==> config.mk <==
export PLATFORM = sky130hd
export DESIGN_NAME = hc595_frame_shifter_flat
export DESIGN_NICKNAME = d
export VERILOG_FILES = /design/src/rtl/hc595_frame_shifter_if.sv /design/src/rtl/hc595_frame_shifter.sv /design/src/flat_wrapper.sv
export SDC_FILE = /design/constraint.sdc
export NUM_CORES = 1
export LEC_CHECK = 0
export ABC_CLOCK_PERIOD_IN_PS = 2900
export BUFFER_PORTS_ARGS = -buffer_cell sky130_fd_sc_hd__buf_2
export CAP_MARGIN = 15
export CORE_UTILIZATION = 59
export CTS_CLUSTER_DIAMETER = 40
export CTS_CLUSTER_SIZE = 12
export DETAILED_ROUTE_END_ITERATION = 7
export PLACE_DENSITY_LB_ADDON = 0.15
export SETUP_SLACK_MARGIN = 0.05
export SYNTH_ARGS = -nofsm -noshare
export SYNTH_HDL_FRONTEND = slang
export SYNTH_SLANG_ARGS = --single-unit
==> constraint.sdc <==
create_clock -name clk -period 2.9 [get_ports clk]
set_input_delay 0.145 -clock clk [delete_from_list [all_inputs] [get_ports clk]]
set_output_delay 0.145 -clock clk [all_outputs]
set_load 0.03 [all_outputs]
==> src/rtl/hc595_frame_shifter_if.sv <==
// Frame handshake from the digit scanner plus the 74HC595 pin bundle.
interface hc595_frame_shifter_if;
  logic [7:0] seg;
  logic [5:0] sel;
  logic       in_valid;
  logic       in_ready;
  logic       shcp;
  logic       stcp;
  logic       ds;
  logic       oe;
  logic       done;

  modport master (
    output seg, sel, in_valid,
    input  in_ready, shcp, stcp, ds, oe, done
  );

  modport slave (
    input  seg, sel, in_valid,
    output in_ready, shcp, stcp, ds, oe, done
  );
endinterface

==> src/rtl/hc595_frame_shifter.sv <==
// Serializes one {seg, sel} frame MSB-first into two cascaded 74HC595s,
// then latches it with an stcp pulse and enables the outputs.
module hc595_frame_shifter #(
  parameter int unsigned HALF    = 2,
  parameter int unsigned FRAME_W = 14
) (
  input  logic                 clk,
  input  logic                 rst_n,
  hc595_frame_shifter_if.slave bus
);

  localparam int unsigned PH_W = (2 * HALF > 1) ? $clog2(2 * HALF) : 1;
  localparam int unsigned B_W  = $clog2(FRAME_W);

  localparam logic [PH_W-1:0] PH_LAST    = PH_W'(2 * HALF - 1);
  localparam logic [PH_W-1:0] PH_HALF    = PH_W'(HALF);
  localparam logic [PH_W-1:0] LATCH_LAST = PH_W'(HALF - 1);
  localparam logic [B_W-1:0]  B_LAST     = B_W'(FRAME_W - 1);

  typedef enum logic [1:0] {
    IDLE  = 2'd0,
    SHIFT = 2'd1,
    LATCH = 2'd2
  } state_e;

  state_e             state_q, state_d;
  logic [FRAME_W-1:0] frame_q, frame_d;
  logic [B_W-1:0]     b_q, b_d;
  logic [PH_W-1:0]    ph_q, ph_d;
  logic               shcp_q, shcp_d;
  logic               stcp_q, stcp_d;
  logic               ds_q, ds_d;
  logic               oe_q, oe_d;
  logic               done_q, done_d;
  logic               rdy_q, rdy_d;
  logic [FRAME_W-1:0] frame_in;

  assign frame_in = FRAME_W'({bus.seg, bus.sel});

  // State, shadow frame, counters and all pin registers
  always_ff @(posedge clk or negedge rst_n) begin
    if (!rst_n) begin
      state_q <= IDLE;
      frame_q <= '0;
      b_q     <= '0;
      ph_q    <= '0;
      shcp_q  <= 1'b0;
      stcp_q  <= 1'b0;
      ds_q    <= 1'b0;
      oe_q    <= 1'b1;
      done_q  <= 1'b0;
      rdy_q   <= 1'b1;
    end else begin
      state_q <= state_d;
      frame_q <= frame_d;
      b_q     <= b_d;
      ph_q    <= ph_d;
      shcp_q  <= shcp_d;
      stcp_q  <= stcp_d;
      ds_q    <= ds_d;
      oe_q    <= oe_d;
      done_q  <= done_d;
      rdy_q   <= rdy_d;
    end
  end

  // Next state; pin values are derived from the next state so they register cleanly
  always_comb begin
    state_d = state_q;
    frame_d = frame_q;
    b_d     = b_q;
    ph_d    = ph_q;
    ds_d    = ds_q;

    unique case (state_q)
      IDLE: begin
        if (bus.in_valid && rdy_q) begin
          state_d = SHIFT;
          frame_d = frame_in;
          b_d     = '0;
          ph_d    = '0;
          ds_d    = frame_in[FRAME_W-1];
        end
      end
      SHIFT: begin
        if (ph_q == PH_LAST) begin
          ph_d = '0;
          if (b_q == B_LAST) begin
            state_d = LATCH;
          end else begin
            // Shadow shifts left so the next bit to send is always at the MSB
            b_d     = b_q + B_W'(1);
            frame_d = {frame_q[FRAME_W-2:0], 1'b0};
            ds_d    = frame_q[FRAME_W-2];
          end
        end else begin
          ph_d = ph_q + PH_W'(1);
        end
      end
      LATCH: begin
        if (ph_q == LATCH_LAST) begin
          state_d = IDLE;
          ph_d    = '0;
        end else begin
          ph_d = ph_q + PH_W'(1);
        end
      end
      default: begin
        state_d = IDLE;
      end
    endcase

    shcp_d = (state_d == SHIFT) && (ph_d >= PH_HALF);
    stcp_d = (state_d == LATCH);
    oe_d   = oe_q && (state_d != LATCH);
    done_d = (state_q == LATCH) && (state_d == IDLE);
    rdy_d  = (state_d == IDLE);
  end

  assign bus.in_ready = rdy_q;
  assign bus.shcp     = shcp_q;
  assign bus.stcp     = stcp_q;
  assign bus.ds       = ds_q;
  assign bus.oe       = oe_q;
  assign bus.done     = done_q;

endmodule

==> src/flat_wrapper.sv <==
// flat-port wrapper written by rule: the top's interface ports become plain ports
module hc595_frame_shifter_flat 
#(
  parameter int unsigned HALF    = 2,
  parameter int unsigned FRAME_W = 14
)
  (clk, rst_n, bus_seg, bus_sel, bus_in_valid, bus_in_ready, bus_shcp, bus_stcp, bus_ds, bus_oe, bus_done);
  hc595_frame_shifter_if bus_i ();
  input  logic clk;
  input  logic rst_n;
  input wire logic [$bits(bus_i.seg)-1:0] bus_seg;
  input wire logic [$bits(bus_i.sel)-1:0] bus_sel;
  input wire logic [$bits(bus_i.in_valid)-1:0] bus_in_valid;
  output wire logic [$bits(bus_i.in_ready)-1:0] bus_in_ready;
  output wire logic [$bits(bus_i.shcp)-1:0] bus_shcp;
  output wire logic [$bits(bus_i.stcp)-1:0] bus_stcp;
  output wire logic [$bits(bus_i.ds)-1:0] bus_ds;
  output wire logic [$bits(bus_i.oe)-1:0] bus_oe;
  output wire logic [$bits(bus_i.done)-1:0] bus_done;
  assign bus_i.seg = bus_seg;
  assign bus_i.sel = bus_sel;
  assign bus_i.in_valid = bus_in_valid;
  assign bus_in_ready = bus_i.in_ready;
  assign bus_shcp = bus_i.shcp;
  assign bus_stcp = bus_i.stcp;
  assign bus_ds = bus_i.ds;
  assign bus_oe = bus_i.oe;
  assign bus_done = bus_i.done;
  hc595_frame_shifter #(.HALF(HALF), .FRAME_W(FRAME_W)) u_core (.clk(clk), .rst_n(rst_n), .bus(bus_i));
endmodule
==> flow_metrics.py, run 1 <==
metrics = {
    "yosys": {
        "syn-cell-area_sq_um": 1380,
        "synth_most_common_cell": "dfrtp_1",
        "synth.net_count": 133,
        "synth_commonest_cells": "dfrtp_1, mux2_2, inv_1, mux2_4, ha_1",
        "yosysTopAreaCellShare_pct": 45.2,
        "yosys_register_bits": 27,
        "synth_seq_area_share_pct": 49.0,
        "synth_cell_types": 31,
        "avgSynthCellArea_sq_um": 12.5,
        "ys_warn_count": 0,
        "ys.flop_type": "dfrtp_1",
        "async_reset_ff_share_pct": 100,
        "synth_top_area_cell": "dfrtp_1",
        "syn_inst": 111,
        "synth-edff-count": 0,
        "ys_top_cells_by_area": "dfrtp_1, mux2_2, mux2_4, ha_1, dfstp_2",
    },
    "layout": {
        "fin_nets": 157,
        "syn2layout_area_growth_pct": 11.2,
        "n_antenna_cell": 0,
        "drive_above_1_share_pct": 42.5,
    },
    "floorplanning": {
        "start_util_pct": 62.5,
        "die_width_um": 50.4,
        "rows": 17,
        "io_pins": 23,
        "coreArea_sq_um": 2210,
        "die-area_sq_um": 2540,
        "die_h_um": 50.4,
    },
    "grt": {
        "grt_pass1_wl_um": 3960,
        "grt_pass1_vias": 883,
        "grt_max_degree": 28,
        "antenna_found_initial": 0,
        "grt_overflow": 0,
        "track_usage_pct": 21.1,
    },
    "power": {
        "power_leakage_nw": 0.766,
        "p_comb_share_pct": 44.6,
        "p_int_uw": 929,
        "pwr-share-seq_pct": 44.2,
        "vdd_ir_drop_max_mv": 0.568,
        "p_switching_uw": 494,
        "power.share.switching_pct": 34.7,
        "clkPwrFrac_pct": 11.2,
        "power.density_nw_per_um2": 925,
    },
    "placed_design": {
        "dp_hpwl_um": 1710,
        "io_buffers": 22,
        "gp_congestion": 0.798,
    },
    "clock_network": {
        "htree_levels": 1,
        "cts_tree": "built",
        "cts-resized-gates": 0,
        "cts-root-buf": "clkbuf_4",
        "insertion_delay_ns": 0.32,
        "cts_sinks": 27,
        "cts_setup_buffers": 0,
        "cts_buffers": 3,
        "clk_pin_slew_ns": 0.14,
        "clk_path_buf_depth": 2,
    },
    "setup_path": {
        "cp_data_arrival_time_ns": 2.28,
        "cp-start-kind": "flop",
        "cp.required_ns": 3.12,
        "end_kind": "flop",
        "crit_type": "flop to flop",
        "path_max_fanout": 15,
    },
    "routing": {
        "viasPerCell": 5.51,
        "ant_nets": 0,
        "drc": 0,
        "routed_wl_um": 2360,
        "vias": 892,
        "drt_iter0_drc": 8,
        "drt-pass1-iter-count": 4,
        "routedWlPerCell_um": 14.6,
    },
    "timing": {
        "fin_crit_sh_pct": 71.3,
        "holdWs_ns": 0.0549,
        "fin_setup_tns_ns": 0,
        "slew_violations": 0,
        "rsz0062_at_grt": "no",
        "hold_violations": 0,
        "setup_violations": 0,
        "fin_crit_ns": 2.07,
        "slew_headroom_pct": 60.8,
        "worst_clock_skew_ns": 0.00444,
        "clock.fmax_ghz": 0.483,
        "tightest_slew_ns": 0.588,
    },
    "min_path": {
        "hold_path.class": "input port to flop",
    },
    "status": {
        "outcome": "completed",
    },
    "flow_run": {
        "max-cap-violations": 0,
    },
}
==> power by group through the flow <==
stage	sequential [mW]	combinational, mW	clock, mW
after CTS	0.630	0.641	0.165
after floorplan	0.634	0.519	0
after global placement	0.626	0.612	0
after global routing	0.650	0.705	0.179
final	0.629	0.635	0.159
after detailed placement	0.639	0.634	0
==> cells by family after synthesis <==
group / after synthesis / share of synthesized area (%)
AO/OA/AOI/OAI: 17 / 8.14
buffers and inverters: 13 / 4.89
multiplexers: 29 / 25.0
AND/OR/NAND/NOR: 20 / 8.42
flip-flops: 27 / 49.0
adder cells (fa/ha/maj): 5 / 4.52
==> flip-flops by register name (all words and copies together), names as in the netlist <==
name / cells
u_core.ph_q: 2
u_core.frame_q: 13
u_core.bus.done: 1
u_core.bus.oe: 1
u_core.bus.shcp: 1
u_core.bus.stcp: 1
u_core.bus.ds: 1
u_core.b_q: 4
u_core.state_q: 2
u_core.bus.in_ready: 1
==> what timing repair did <==
item / 4_1_cts / 5_1_grt
endpoints found under the hold margin: 25 / 0
endpoints found under the setup margin: 0 / 0
hold buffers: 1 / 0
==> critical path, stage by stage (launching register included) <==
cell and delay [ns]:
dfrtp_1 0.55, and4bb_1 0.38, o22a_1 0.46, buf_4 0.26
mux2_4 0.31
==> worst paths after layout <==
kind / end / from / slack (ns) / cells after the start
max: u_core.frame_q[6]$_DFFE_PN0P_ / u_core.state_q[0]$_DFF_PN0_ / 0.83 / 4
min: u_core.frame_q[0]$_DFFE_PN0P_ / bus_sel[0] / 0.05 / 3
max reg2reg: u_core.frame_q[6]$_DFFE_PN0P_ / u_core.state_q[0]$_DFF_PN0_ / 0.83 / 4
min reg2reg: u_core.bus.oe$_DFF_PN1_ / u_core.bus.oe$_DFF_PN1_ / 0.46 / 2
max in group asynchronous: u_core.ph_q[0]$_DFF_PN0_ / rst_n / 2.17 / 2
min in group asynchronous: u_core.frame_q[8]$_DFFE_PN0P_ / rst_n / 0.35 / 2
==> per-stage QoR <==
step	instance area, sq um	std cells	util (%)	worst slack, ns	power (mW)
final	1540	162	69.5	0.831	1.42
after global routing	1540	162	69.5	0.685	1.53
after CTS	1540	162	69.5	0.818	1.44
after detailed placement	1500	157	67.9	0.837	1.27
after global placement	1500	157	67.9	0.905	1.24
after floorplan	1380	111	-	1.20	1.15
==> metal layers <==
metal,GRT usage (%),vias up,routed length (um)
met3,3.94,2,73
met1,30.9,425,1150
met2,31.3,19,1120
met5,0,-,0
li1,-,446,-
met4,6.94,0,16
==> final cells by class <==
type	count	area, sq um
clock buffer	4	26.3
fill	170	674
inverter	7	26.3
multi-input combinational	71	637
sequential	27	678
tap	28	35.0
timing repair buffer	25	135
==> cell usage in the layout (no fill, tap or decap), types with 4 or more instances in the layout <==
master | netlist | final
dfrtp_1 | 25 | 25
buf_2 | 0 | 22
mux2_2 | 20 | 20
inv_1 | 7 | 7
mux2_4 | 6 | 6
ha_1 | 5 | 5
nand2_1 | 4 | 4
nor2_1 | 4 | 4
a21oi_1 | 4 | 4
(Power assumes the default switching activity.)
==> run 2, diff against run 1 <==
--- a/config.mk
+++ b/config.mk
@@ -5,10 +5,10 @@
 export SDC_FILE = /design/constraint.sdc
 export NUM_CORES = 1
 export LEC_CHECK = 0
-export ABC_CLOCK_PERIOD_IN_PS = 2900
+export ABC_CLOCK_PERIOD_IN_PS = 2100
 export BUFFER_PORTS_ARGS = -buffer_cell sky130_fd_sc_hd__buf_2
 export CAP_MARGIN = 15
-export CORE_UTILIZATION = 59
+export CORE_UTILIZATION = 55
 export CTS_CLUSTER_DIAMETER = 40
 export CTS_CLUSTER_SIZE = 12
 export DETAILED_ROUTE_END_ITERATION = 7
==> constraint.sdc (replaced) <==
create_clock -name clk -period 2.1 [get_ports clk]
set_input_delay 0.105 -clock clk [delete_from_list [all_inputs] [get_ports clk]]
set_output_delay 0.105 -clock clk [all_outputs]
set_load 0.03 [all_outputs]
==> run 2 against run 1 <==
  * Via count is 1.3% higher
  * Highest routed layer unchanged
  * Combinational power increased by 40%
  * Global-route usage down 1.1 points
  * Worst hold slack better by 0.070 ns
  * Setup slack got worse by 0.49 ns
  * Sequential share of layout area shrank 0.50 points
  * Critical endpoint is now u_core.frame_q[5]$_DFFE_PN0P_
  * Largest cell class unchanged
==> flow_metrics.py, run 2 (synthesis gave the netlist of run 1 again) <==
metrics = {
    "floorplanning": {
        "coreArea_sq_um": 2300,
        "start_util_pct": 60.2,
        "rows": 17,
        "die_width_um": 52.1,
        "die_h_um": 52.1,
        "die-area_sq_um": 2720,
        "io_pins": 23,
    },
    "power": {
        "power_leakage_nw": 0.776,
        "power.density_nw_per_um2": 1270,
        "vdd_ir_drop_max_mv": 0.771,
    },
    "timing": {
        "hold_violations": 0,
        "fin_crit_sh_pct": 83.9,
        "rsz0062_at_grt": "no",
        "fin_setup_tns_ns": 0,
        "fin_ws_ns": 0.339,
        "slew_violations": 0,
        "setup_violations": 0,
        "fin_crit_ns": 1.76,
        "worst_clock_skew_ns": 0.00915,
        "tightest_slew_ns": 0.601,
        "slew_headroom_pct": 59.9,
        "clock.fmax_ghz": 0.568,
    },
    "clock_network": {
        "clk_pin_slew_ns": 0.14,
        "cts-resized-gates": 0,
        "hold_buffers": 2,
        "cts_sinks": 27,
        "cts_buffers": 3,
        "cts_tree": "built",
        "cts-root-buf": "clkbuf_4",
        "insertion_delay_ns": 0.32,
        "htree_levels": 1,
        "cts_setup_buffers": 0,
        "clk_path_buf_depth": 2,
    },
    "routing": {
        "drt_iter0_drc": 19,
        "drt-pass1-iter-count": 3,
        "vias": 904,
        "viasPerCell": 5.51,
        "routed_wl_um": 2370,
        "drc": 0,
        "ant_nets": 0,
        "routedWlPerCell_um": 14.4,
    },
    "grt": {
        "grt_pass1_wl_um": 3850,
        "use_met2_pct": 27.8,
        "grtUsageMet3_pct": 3.51,
        "antenna_found_initial": 0,
        "grt.met1_usage_pct": 30.6,
        "grt_max_degree": 28,
        "grt_pass1_vias": 827,
        "track_usage_pct": 20.0,
        "busiest_layer": "met1",
        "grt_overflow": 0,
    },
    "layout": {
        "seq_area_sq_um": 678,
        "final_cell_area_sq_um": 1560,
        "largest_register_ffs": 13,
        "n_antenna_cell": 0,
        "final_common_cell": "dfrtp_1",
        "largest_register": "u_core.frame_q",
        "syn2layout_area_growth_pct": 12.5,
        "fill_cells": 185,
        "fin_nets": 159,
        "drive_above_1_share_pct": 42.6,
        "final_cell_mix": "dfrtp_1, buf_2, mux2_2, inv_1, mux2_4",
        "multi_input_area_sq_um": 637,
        "top_regs": "u_core.frame_q x13, u_core.b_q x4",
    },
    "min_path": {
        "hold_path.class": "input port to flop",
    },
    "setup_path": {
        "slowest_delay_ns": 0.44,
        "r2r_setup_slack_ns": 0.34,
        "crit_family": "flip-flops",
        "critPathBufInv": 2,
        "cp-start-kind": "flop",
        "cp.required_ns": 2.32,
        "path_max_fanout": 10,
        "cp_data_arrival_time_ns": 1.98,
        "crit_type": "flop to flop",
        "critPathSlowestCell": "dfrtp_1",
        "end_kind": "flop",
        "critical_path.cell_chain": "inv_1, ha_1, nand3_1, o22a_1, buf_4, mux2_4",
    },
    "placed_design": {
        "placed_area_sq_um": 1510,
        "io_buffers": 22,
        "gp_congestion": 0.808,
        "place_ws_ns": 0.366,
        "dp_hpwl_um": 1690,
    },
    "flow_run": {
        "max-cap-violations": 0,
    },
    "status": {
        "outcome": "completed",
    },
}
-- run 2: per-layer routing --
metal  wire length [um]  share of wire [%]
met1               1250                 53
met2               1030                 44
met3                 49                2.1
met4                 29                1.2
met5                  0                  0
-- run 2: stage by stage --
| stage | hold WS [ns] | std cells | power (mW) | utilization [%] |
|---|---|---|---|---|
| 5_1_grt | 0.122 | 164 | 2.14 | 67.7 |
| 4_1_cts | 0.111 | 164 | 1.99 | 67.7 |
| 2_1_floorplan | -0.191 | 111 | 1.59 | - |
| 3_5_place_dp | 0.141 | 158 | 1.77 | 65.7 |
| 3_3_place_gp | 0.136 | 158 | 1.72 | 65.7 |
| 6_report | 0.125 | 164 | 1.98 | 67.7 |
-- run 2: path summary, 6_finish.rpt --
check	startpoint	depth (start not counted)	end
max	u_core.b_q[1]$_DFFE_PN0P_	6	u_core.frame_q[5]$_DFFE_PN0P_
min	bus_in_valid	4	u_core.bus.in_ready$_DFF_PN1_
max reg2reg	u_core.b_q[1]$_DFFE_PN0P_	6	u_core.frame_q[5]$_DFFE_PN0P_
min reg2reg	u_core.bus.oe$_DFF_PN1_	2	u_core.bus.oe$_DFF_PN1_
max in group asynchronous	rst_n	2	u_core.frame_q[11]$_DFFE_PN0P_
min in group asynchronous	rst_n	2	u_core.bus.stcp$_DFF_PN0_
-- run 2: worst reg2reg max path, delay by kind of cell (launching register included) --
family                   cells  cell delay (ns)
flip-flops                   1             0.44
AND/OR/NAND/NOR              1             0.20
AO/OA/AOI/OAI                1             0.28
multiplexers                 1             0.30
adder cells (fa/ha/maj)      1             0.15
buffers and inverters        2             0.28
-- run 2: area by class of cell --
class | instances | share of cell area [%]
sequential | 27 | 43.6
multi-input combinational | 71 | 40.9
timing repair buffer | 27 | 9.81
tap | 28 | 2.25
clock buffer | 4 | 1.69
inverter | 7 | 1.69
-- run 2: power breakdown --
part           internal [mW]  switching (mW)  total [mW]
clock                 0.0743           0.146       0.220
combinational          0.509           0.381       0.890
sequential             0.713           0.157       0.869
==> run 3, diff against run 2 <==
--- a/config.mk
+++ b/config.mk
@@ -5,10 +5,10 @@
 export SDC_FILE = /design/constraint.sdc
 export NUM_CORES = 1
 export LEC_CHECK = 0
-export ABC_CLOCK_PERIOD_IN_PS = 2100
+export ABC_CLOCK_PERIOD_IN_PS = 1550
 export BUFFER_PORTS_ARGS = -buffer_cell sky130_fd_sc_hd__buf_2
 export CAP_MARGIN = 15
-export CORE_UTILIZATION = 55
+export CORE_UTILIZATION = 49
 export CTS_CLUSTER_DIAMETER = 40
 export CTS_CLUSTER_SIZE = 12
 export DETAILED_ROUTE_END_ITERATION = 7
==> constraint.sdc (replaced) <==
create_clock -name clk -period 1.55 [get_ports clk]
set_input_delay 0.0775 -clock clk [delete_from_list [all_inputs] [get_ports clk]]
set_output_delay 0.0775 -clock clk [all_outputs]
set_load 0.03 [all_outputs]
==> run 3 against run 2 <==
  * The flow now finishes with violations (negative setup slack)
  * Largest power group unchanged
  * Die area increased by 12%
  * Sequential power increased by 29%
  * Critical endpoint is now u_core.bus.ds$_DFFE_PN0P_
  * Maximum frequency is 13% higher
  * Clock skew fell by 0.0059 ns
  * Worst hold slack lost 0.030 ns
  * Non-clock buffer count rose by 14
  * Critical path depth decreased by 1
  * First-iteration DRC count down 11%
  * Via count up 11%
  * Setup slack got worse by 0.35 ns
  * Sequential share of layout area decreased by 4.0 points
  * Clock-buffer cell count shrank 1
==> flow_metrics.py, run 3 (synthesis gave the netlist of run 1 again) <==
metrics = {
    "floorplanning": {
        "rows": 18,
        "die-area_sq_um": 3040,
        "die_width_um": 55.1,
        "start_util_pct": 53.8,
        "io_pins": 23,
        "die_h_um": 55.1,
        "coreArea_sq_um": 2570,
    },
    "routing": {
        "viasPerCell": 5.56,
        "routed_wl_um": 2670,
        "drt_iter0_drc": 17,
        "routedWlPerCell_um": 14.8,
        "ant_nets": 0,
        "vias": 1001,
        "drc": 0,
        "drt-pass1-iter-count": 4,
    },
    "timing": {
        "fin_ws_ns": -0.0149,
        "fin_crit_sh_pct": 101,
        "slew_violations": 0,
        "fin_setup_tns_ns": -0.0596,
        "setup_violations": 8,
        "worst_clock_skew_ns": 0.00321,
        "rsz0062_at_grt": "yes",
        "clock.fmax_ghz": 0.639,
        "fin_crit_ns": 1.56,
        "slew_headroom_pct": 61.1,
        "tightest_slew_ns": 0.584,
        "hold_violations": 0,
    },
    "layout": {
        "drive_above_1_share_pct": 53.3,
        "final_cells": 180,
        "final_cell_mix": "dfrtp_1, buf_2, mux2_2, buf_4",
        "fill_cells": 225,
        "fin_util_pct": 66.8,
        "final_common_cell": "dfrtp_1",
        "n_antenna_cell": 0,
        "top_regs": "u_core.frame_q x13, u_core.b_q x4",
        "largest_register": "u_core.frame_q",
        "syn2layout_area_growth_pct": 24.0,
        "largest_register_ffs": 13,
        "fin_nets": 173,
    },
    "power": {
        "power_leakage_nw": 0.857,
        "power.density_nw_per_um2": 1720,
        "vdd_ir_drop_max_mv": 1.04,
    },
    "grt": {
        "grt_max_degree": 28,
        "grt_overflow": 0,
        "grt_pass1_wl_um": 4310,
        "track_usage_pct": 20.4,
        "grt_pass1_vias": 964,
        "antenna_found_initial": 0,
    },
    "clock_network": {
        "cts_sinks": 27,
        "insertion_delay_ns": 0.33,
        "clk_path_buf_depth": 2,
        "htree_levels": 1,
        "cts_buffers": 3,
        "cts-root-buf": "clkbuf_4",
        "clk_pin_slew_ns": 0.14,
        "cts_tree": "built",
    },
    "setup_path": {
        "r2r_setup_slack_ns": -0.01,
        "path_max_fanout": 15,
        "crit_type": "flop to flop",
        "end_kind": "flop",
        "cp_data_arrival_time_ns": 1.80,
        "cp.required_ns": 1.78,
        "cp-start-kind": "flop",
    },
    "placed_design": {
        "dp_cells": 173,
        "gp_congestion": 0.844,
        "io_buffers": 22,
        "dp_hpwl_um": 1930,
    },
    "status": {
        "outcome": "finished with violations",
        "violations": "negative setup slack",
    },
    "min_path": {
        "hold_path.class": "input port to flop",
    },
    "flow_run": {
        "max-cap-violations": 0,
    },
}
run 3: layout make-up:
| type | instances | area (sq um) | share of cell area [%] |
|---|---|---|---|
| multi-input combinational | 71 | 669 | 39.1 |
| tap | 30 | 37.5 | 2.19 |
| clock buffer | 3 | 22.5 | 1.31 |
| clock inverter | 1 | 5.00 | 0.292 |
| timing repair buffer | 41 | 274 | 16.0 |
| sequential | 27 | 679 | 39.6 |
| inverter | 7 | 26.3 | 1.53 |
run 3: report_power, final:
part           internal (mW)  total [mW]  switching, mW
Clock                 0.0970       0.303          0.206
Combinational          0.873        1.53          0.660
Sequential             0.966        1.12          0.155
run 3: final timing paths:
check                                                      to  cells after the start                      from
worst max-delay path                u_core.bus.ds$_DFFE_PN0P_                      5  u_core.ph_q[1]$_DFF_PN0_
worst min-delay path            u_core.frame_q[1]$_DFFE_PN0P_                      3                bus_sel[1]
worst max register to register      u_core.bus.ds$_DFFE_PN0P_                      5  u_core.ph_q[1]$_DFF_PN0_
worst min register to register        u_core.bus.oe$_DFF_PN1_                      2   u_core.bus.oe$_DFF_PN1_
max in group asynchronous         u_core.state_q[1]$_DFF_PN0_                      2                     rst_n
min in group asynchronous           u_core.bus.done$_DFF_PN0_                      2                     rst_n
run 3: timing repair:
item | in CTS | in global routing
setup endpoints to repair | 14 | 17
hold buffers | 2 | 0
hold endpoints to repair | 26 | 0
buffers inserted | 1 | 0
pin swaps | 2 | 2
resized for setup | 5 | 4
run 3: critical path: stages (launching register included):
cell and delay (ns):
dfrtp_1 0.42, ha_2 0.19, and3b_1 0.18, o22a_1 0.21, buf_12 0.16, mux2_4 0.30
run 3: routing by layer:
metal | vias up | wire length [um] | GRT usage [%]
li1 | 476 | - | -
met1 | 502 | 1240 | 27.6
met2 | 18 | 1300 | 32.1
met3 | 5 | 77 | 3.28
met4 | 0 | 45 | 8.75
met5 | - | 0 | 0
run 3: stage by stage:
step	setup slack, ns	area, sq um	hold slack [ns]	power [mW]
final	-0.0149	1710	0.0951	2.96
after global routing	-0.0536	1710	0.0899	3.17
after CTS	-0.0167	1700	0.0756	2.95
after detailed placement	-0.0315	1620	0.122	2.59
after global placement	-0.00205	1620	0.115	2.52
after floorplan	-0.126	1390	-0.218	2.17
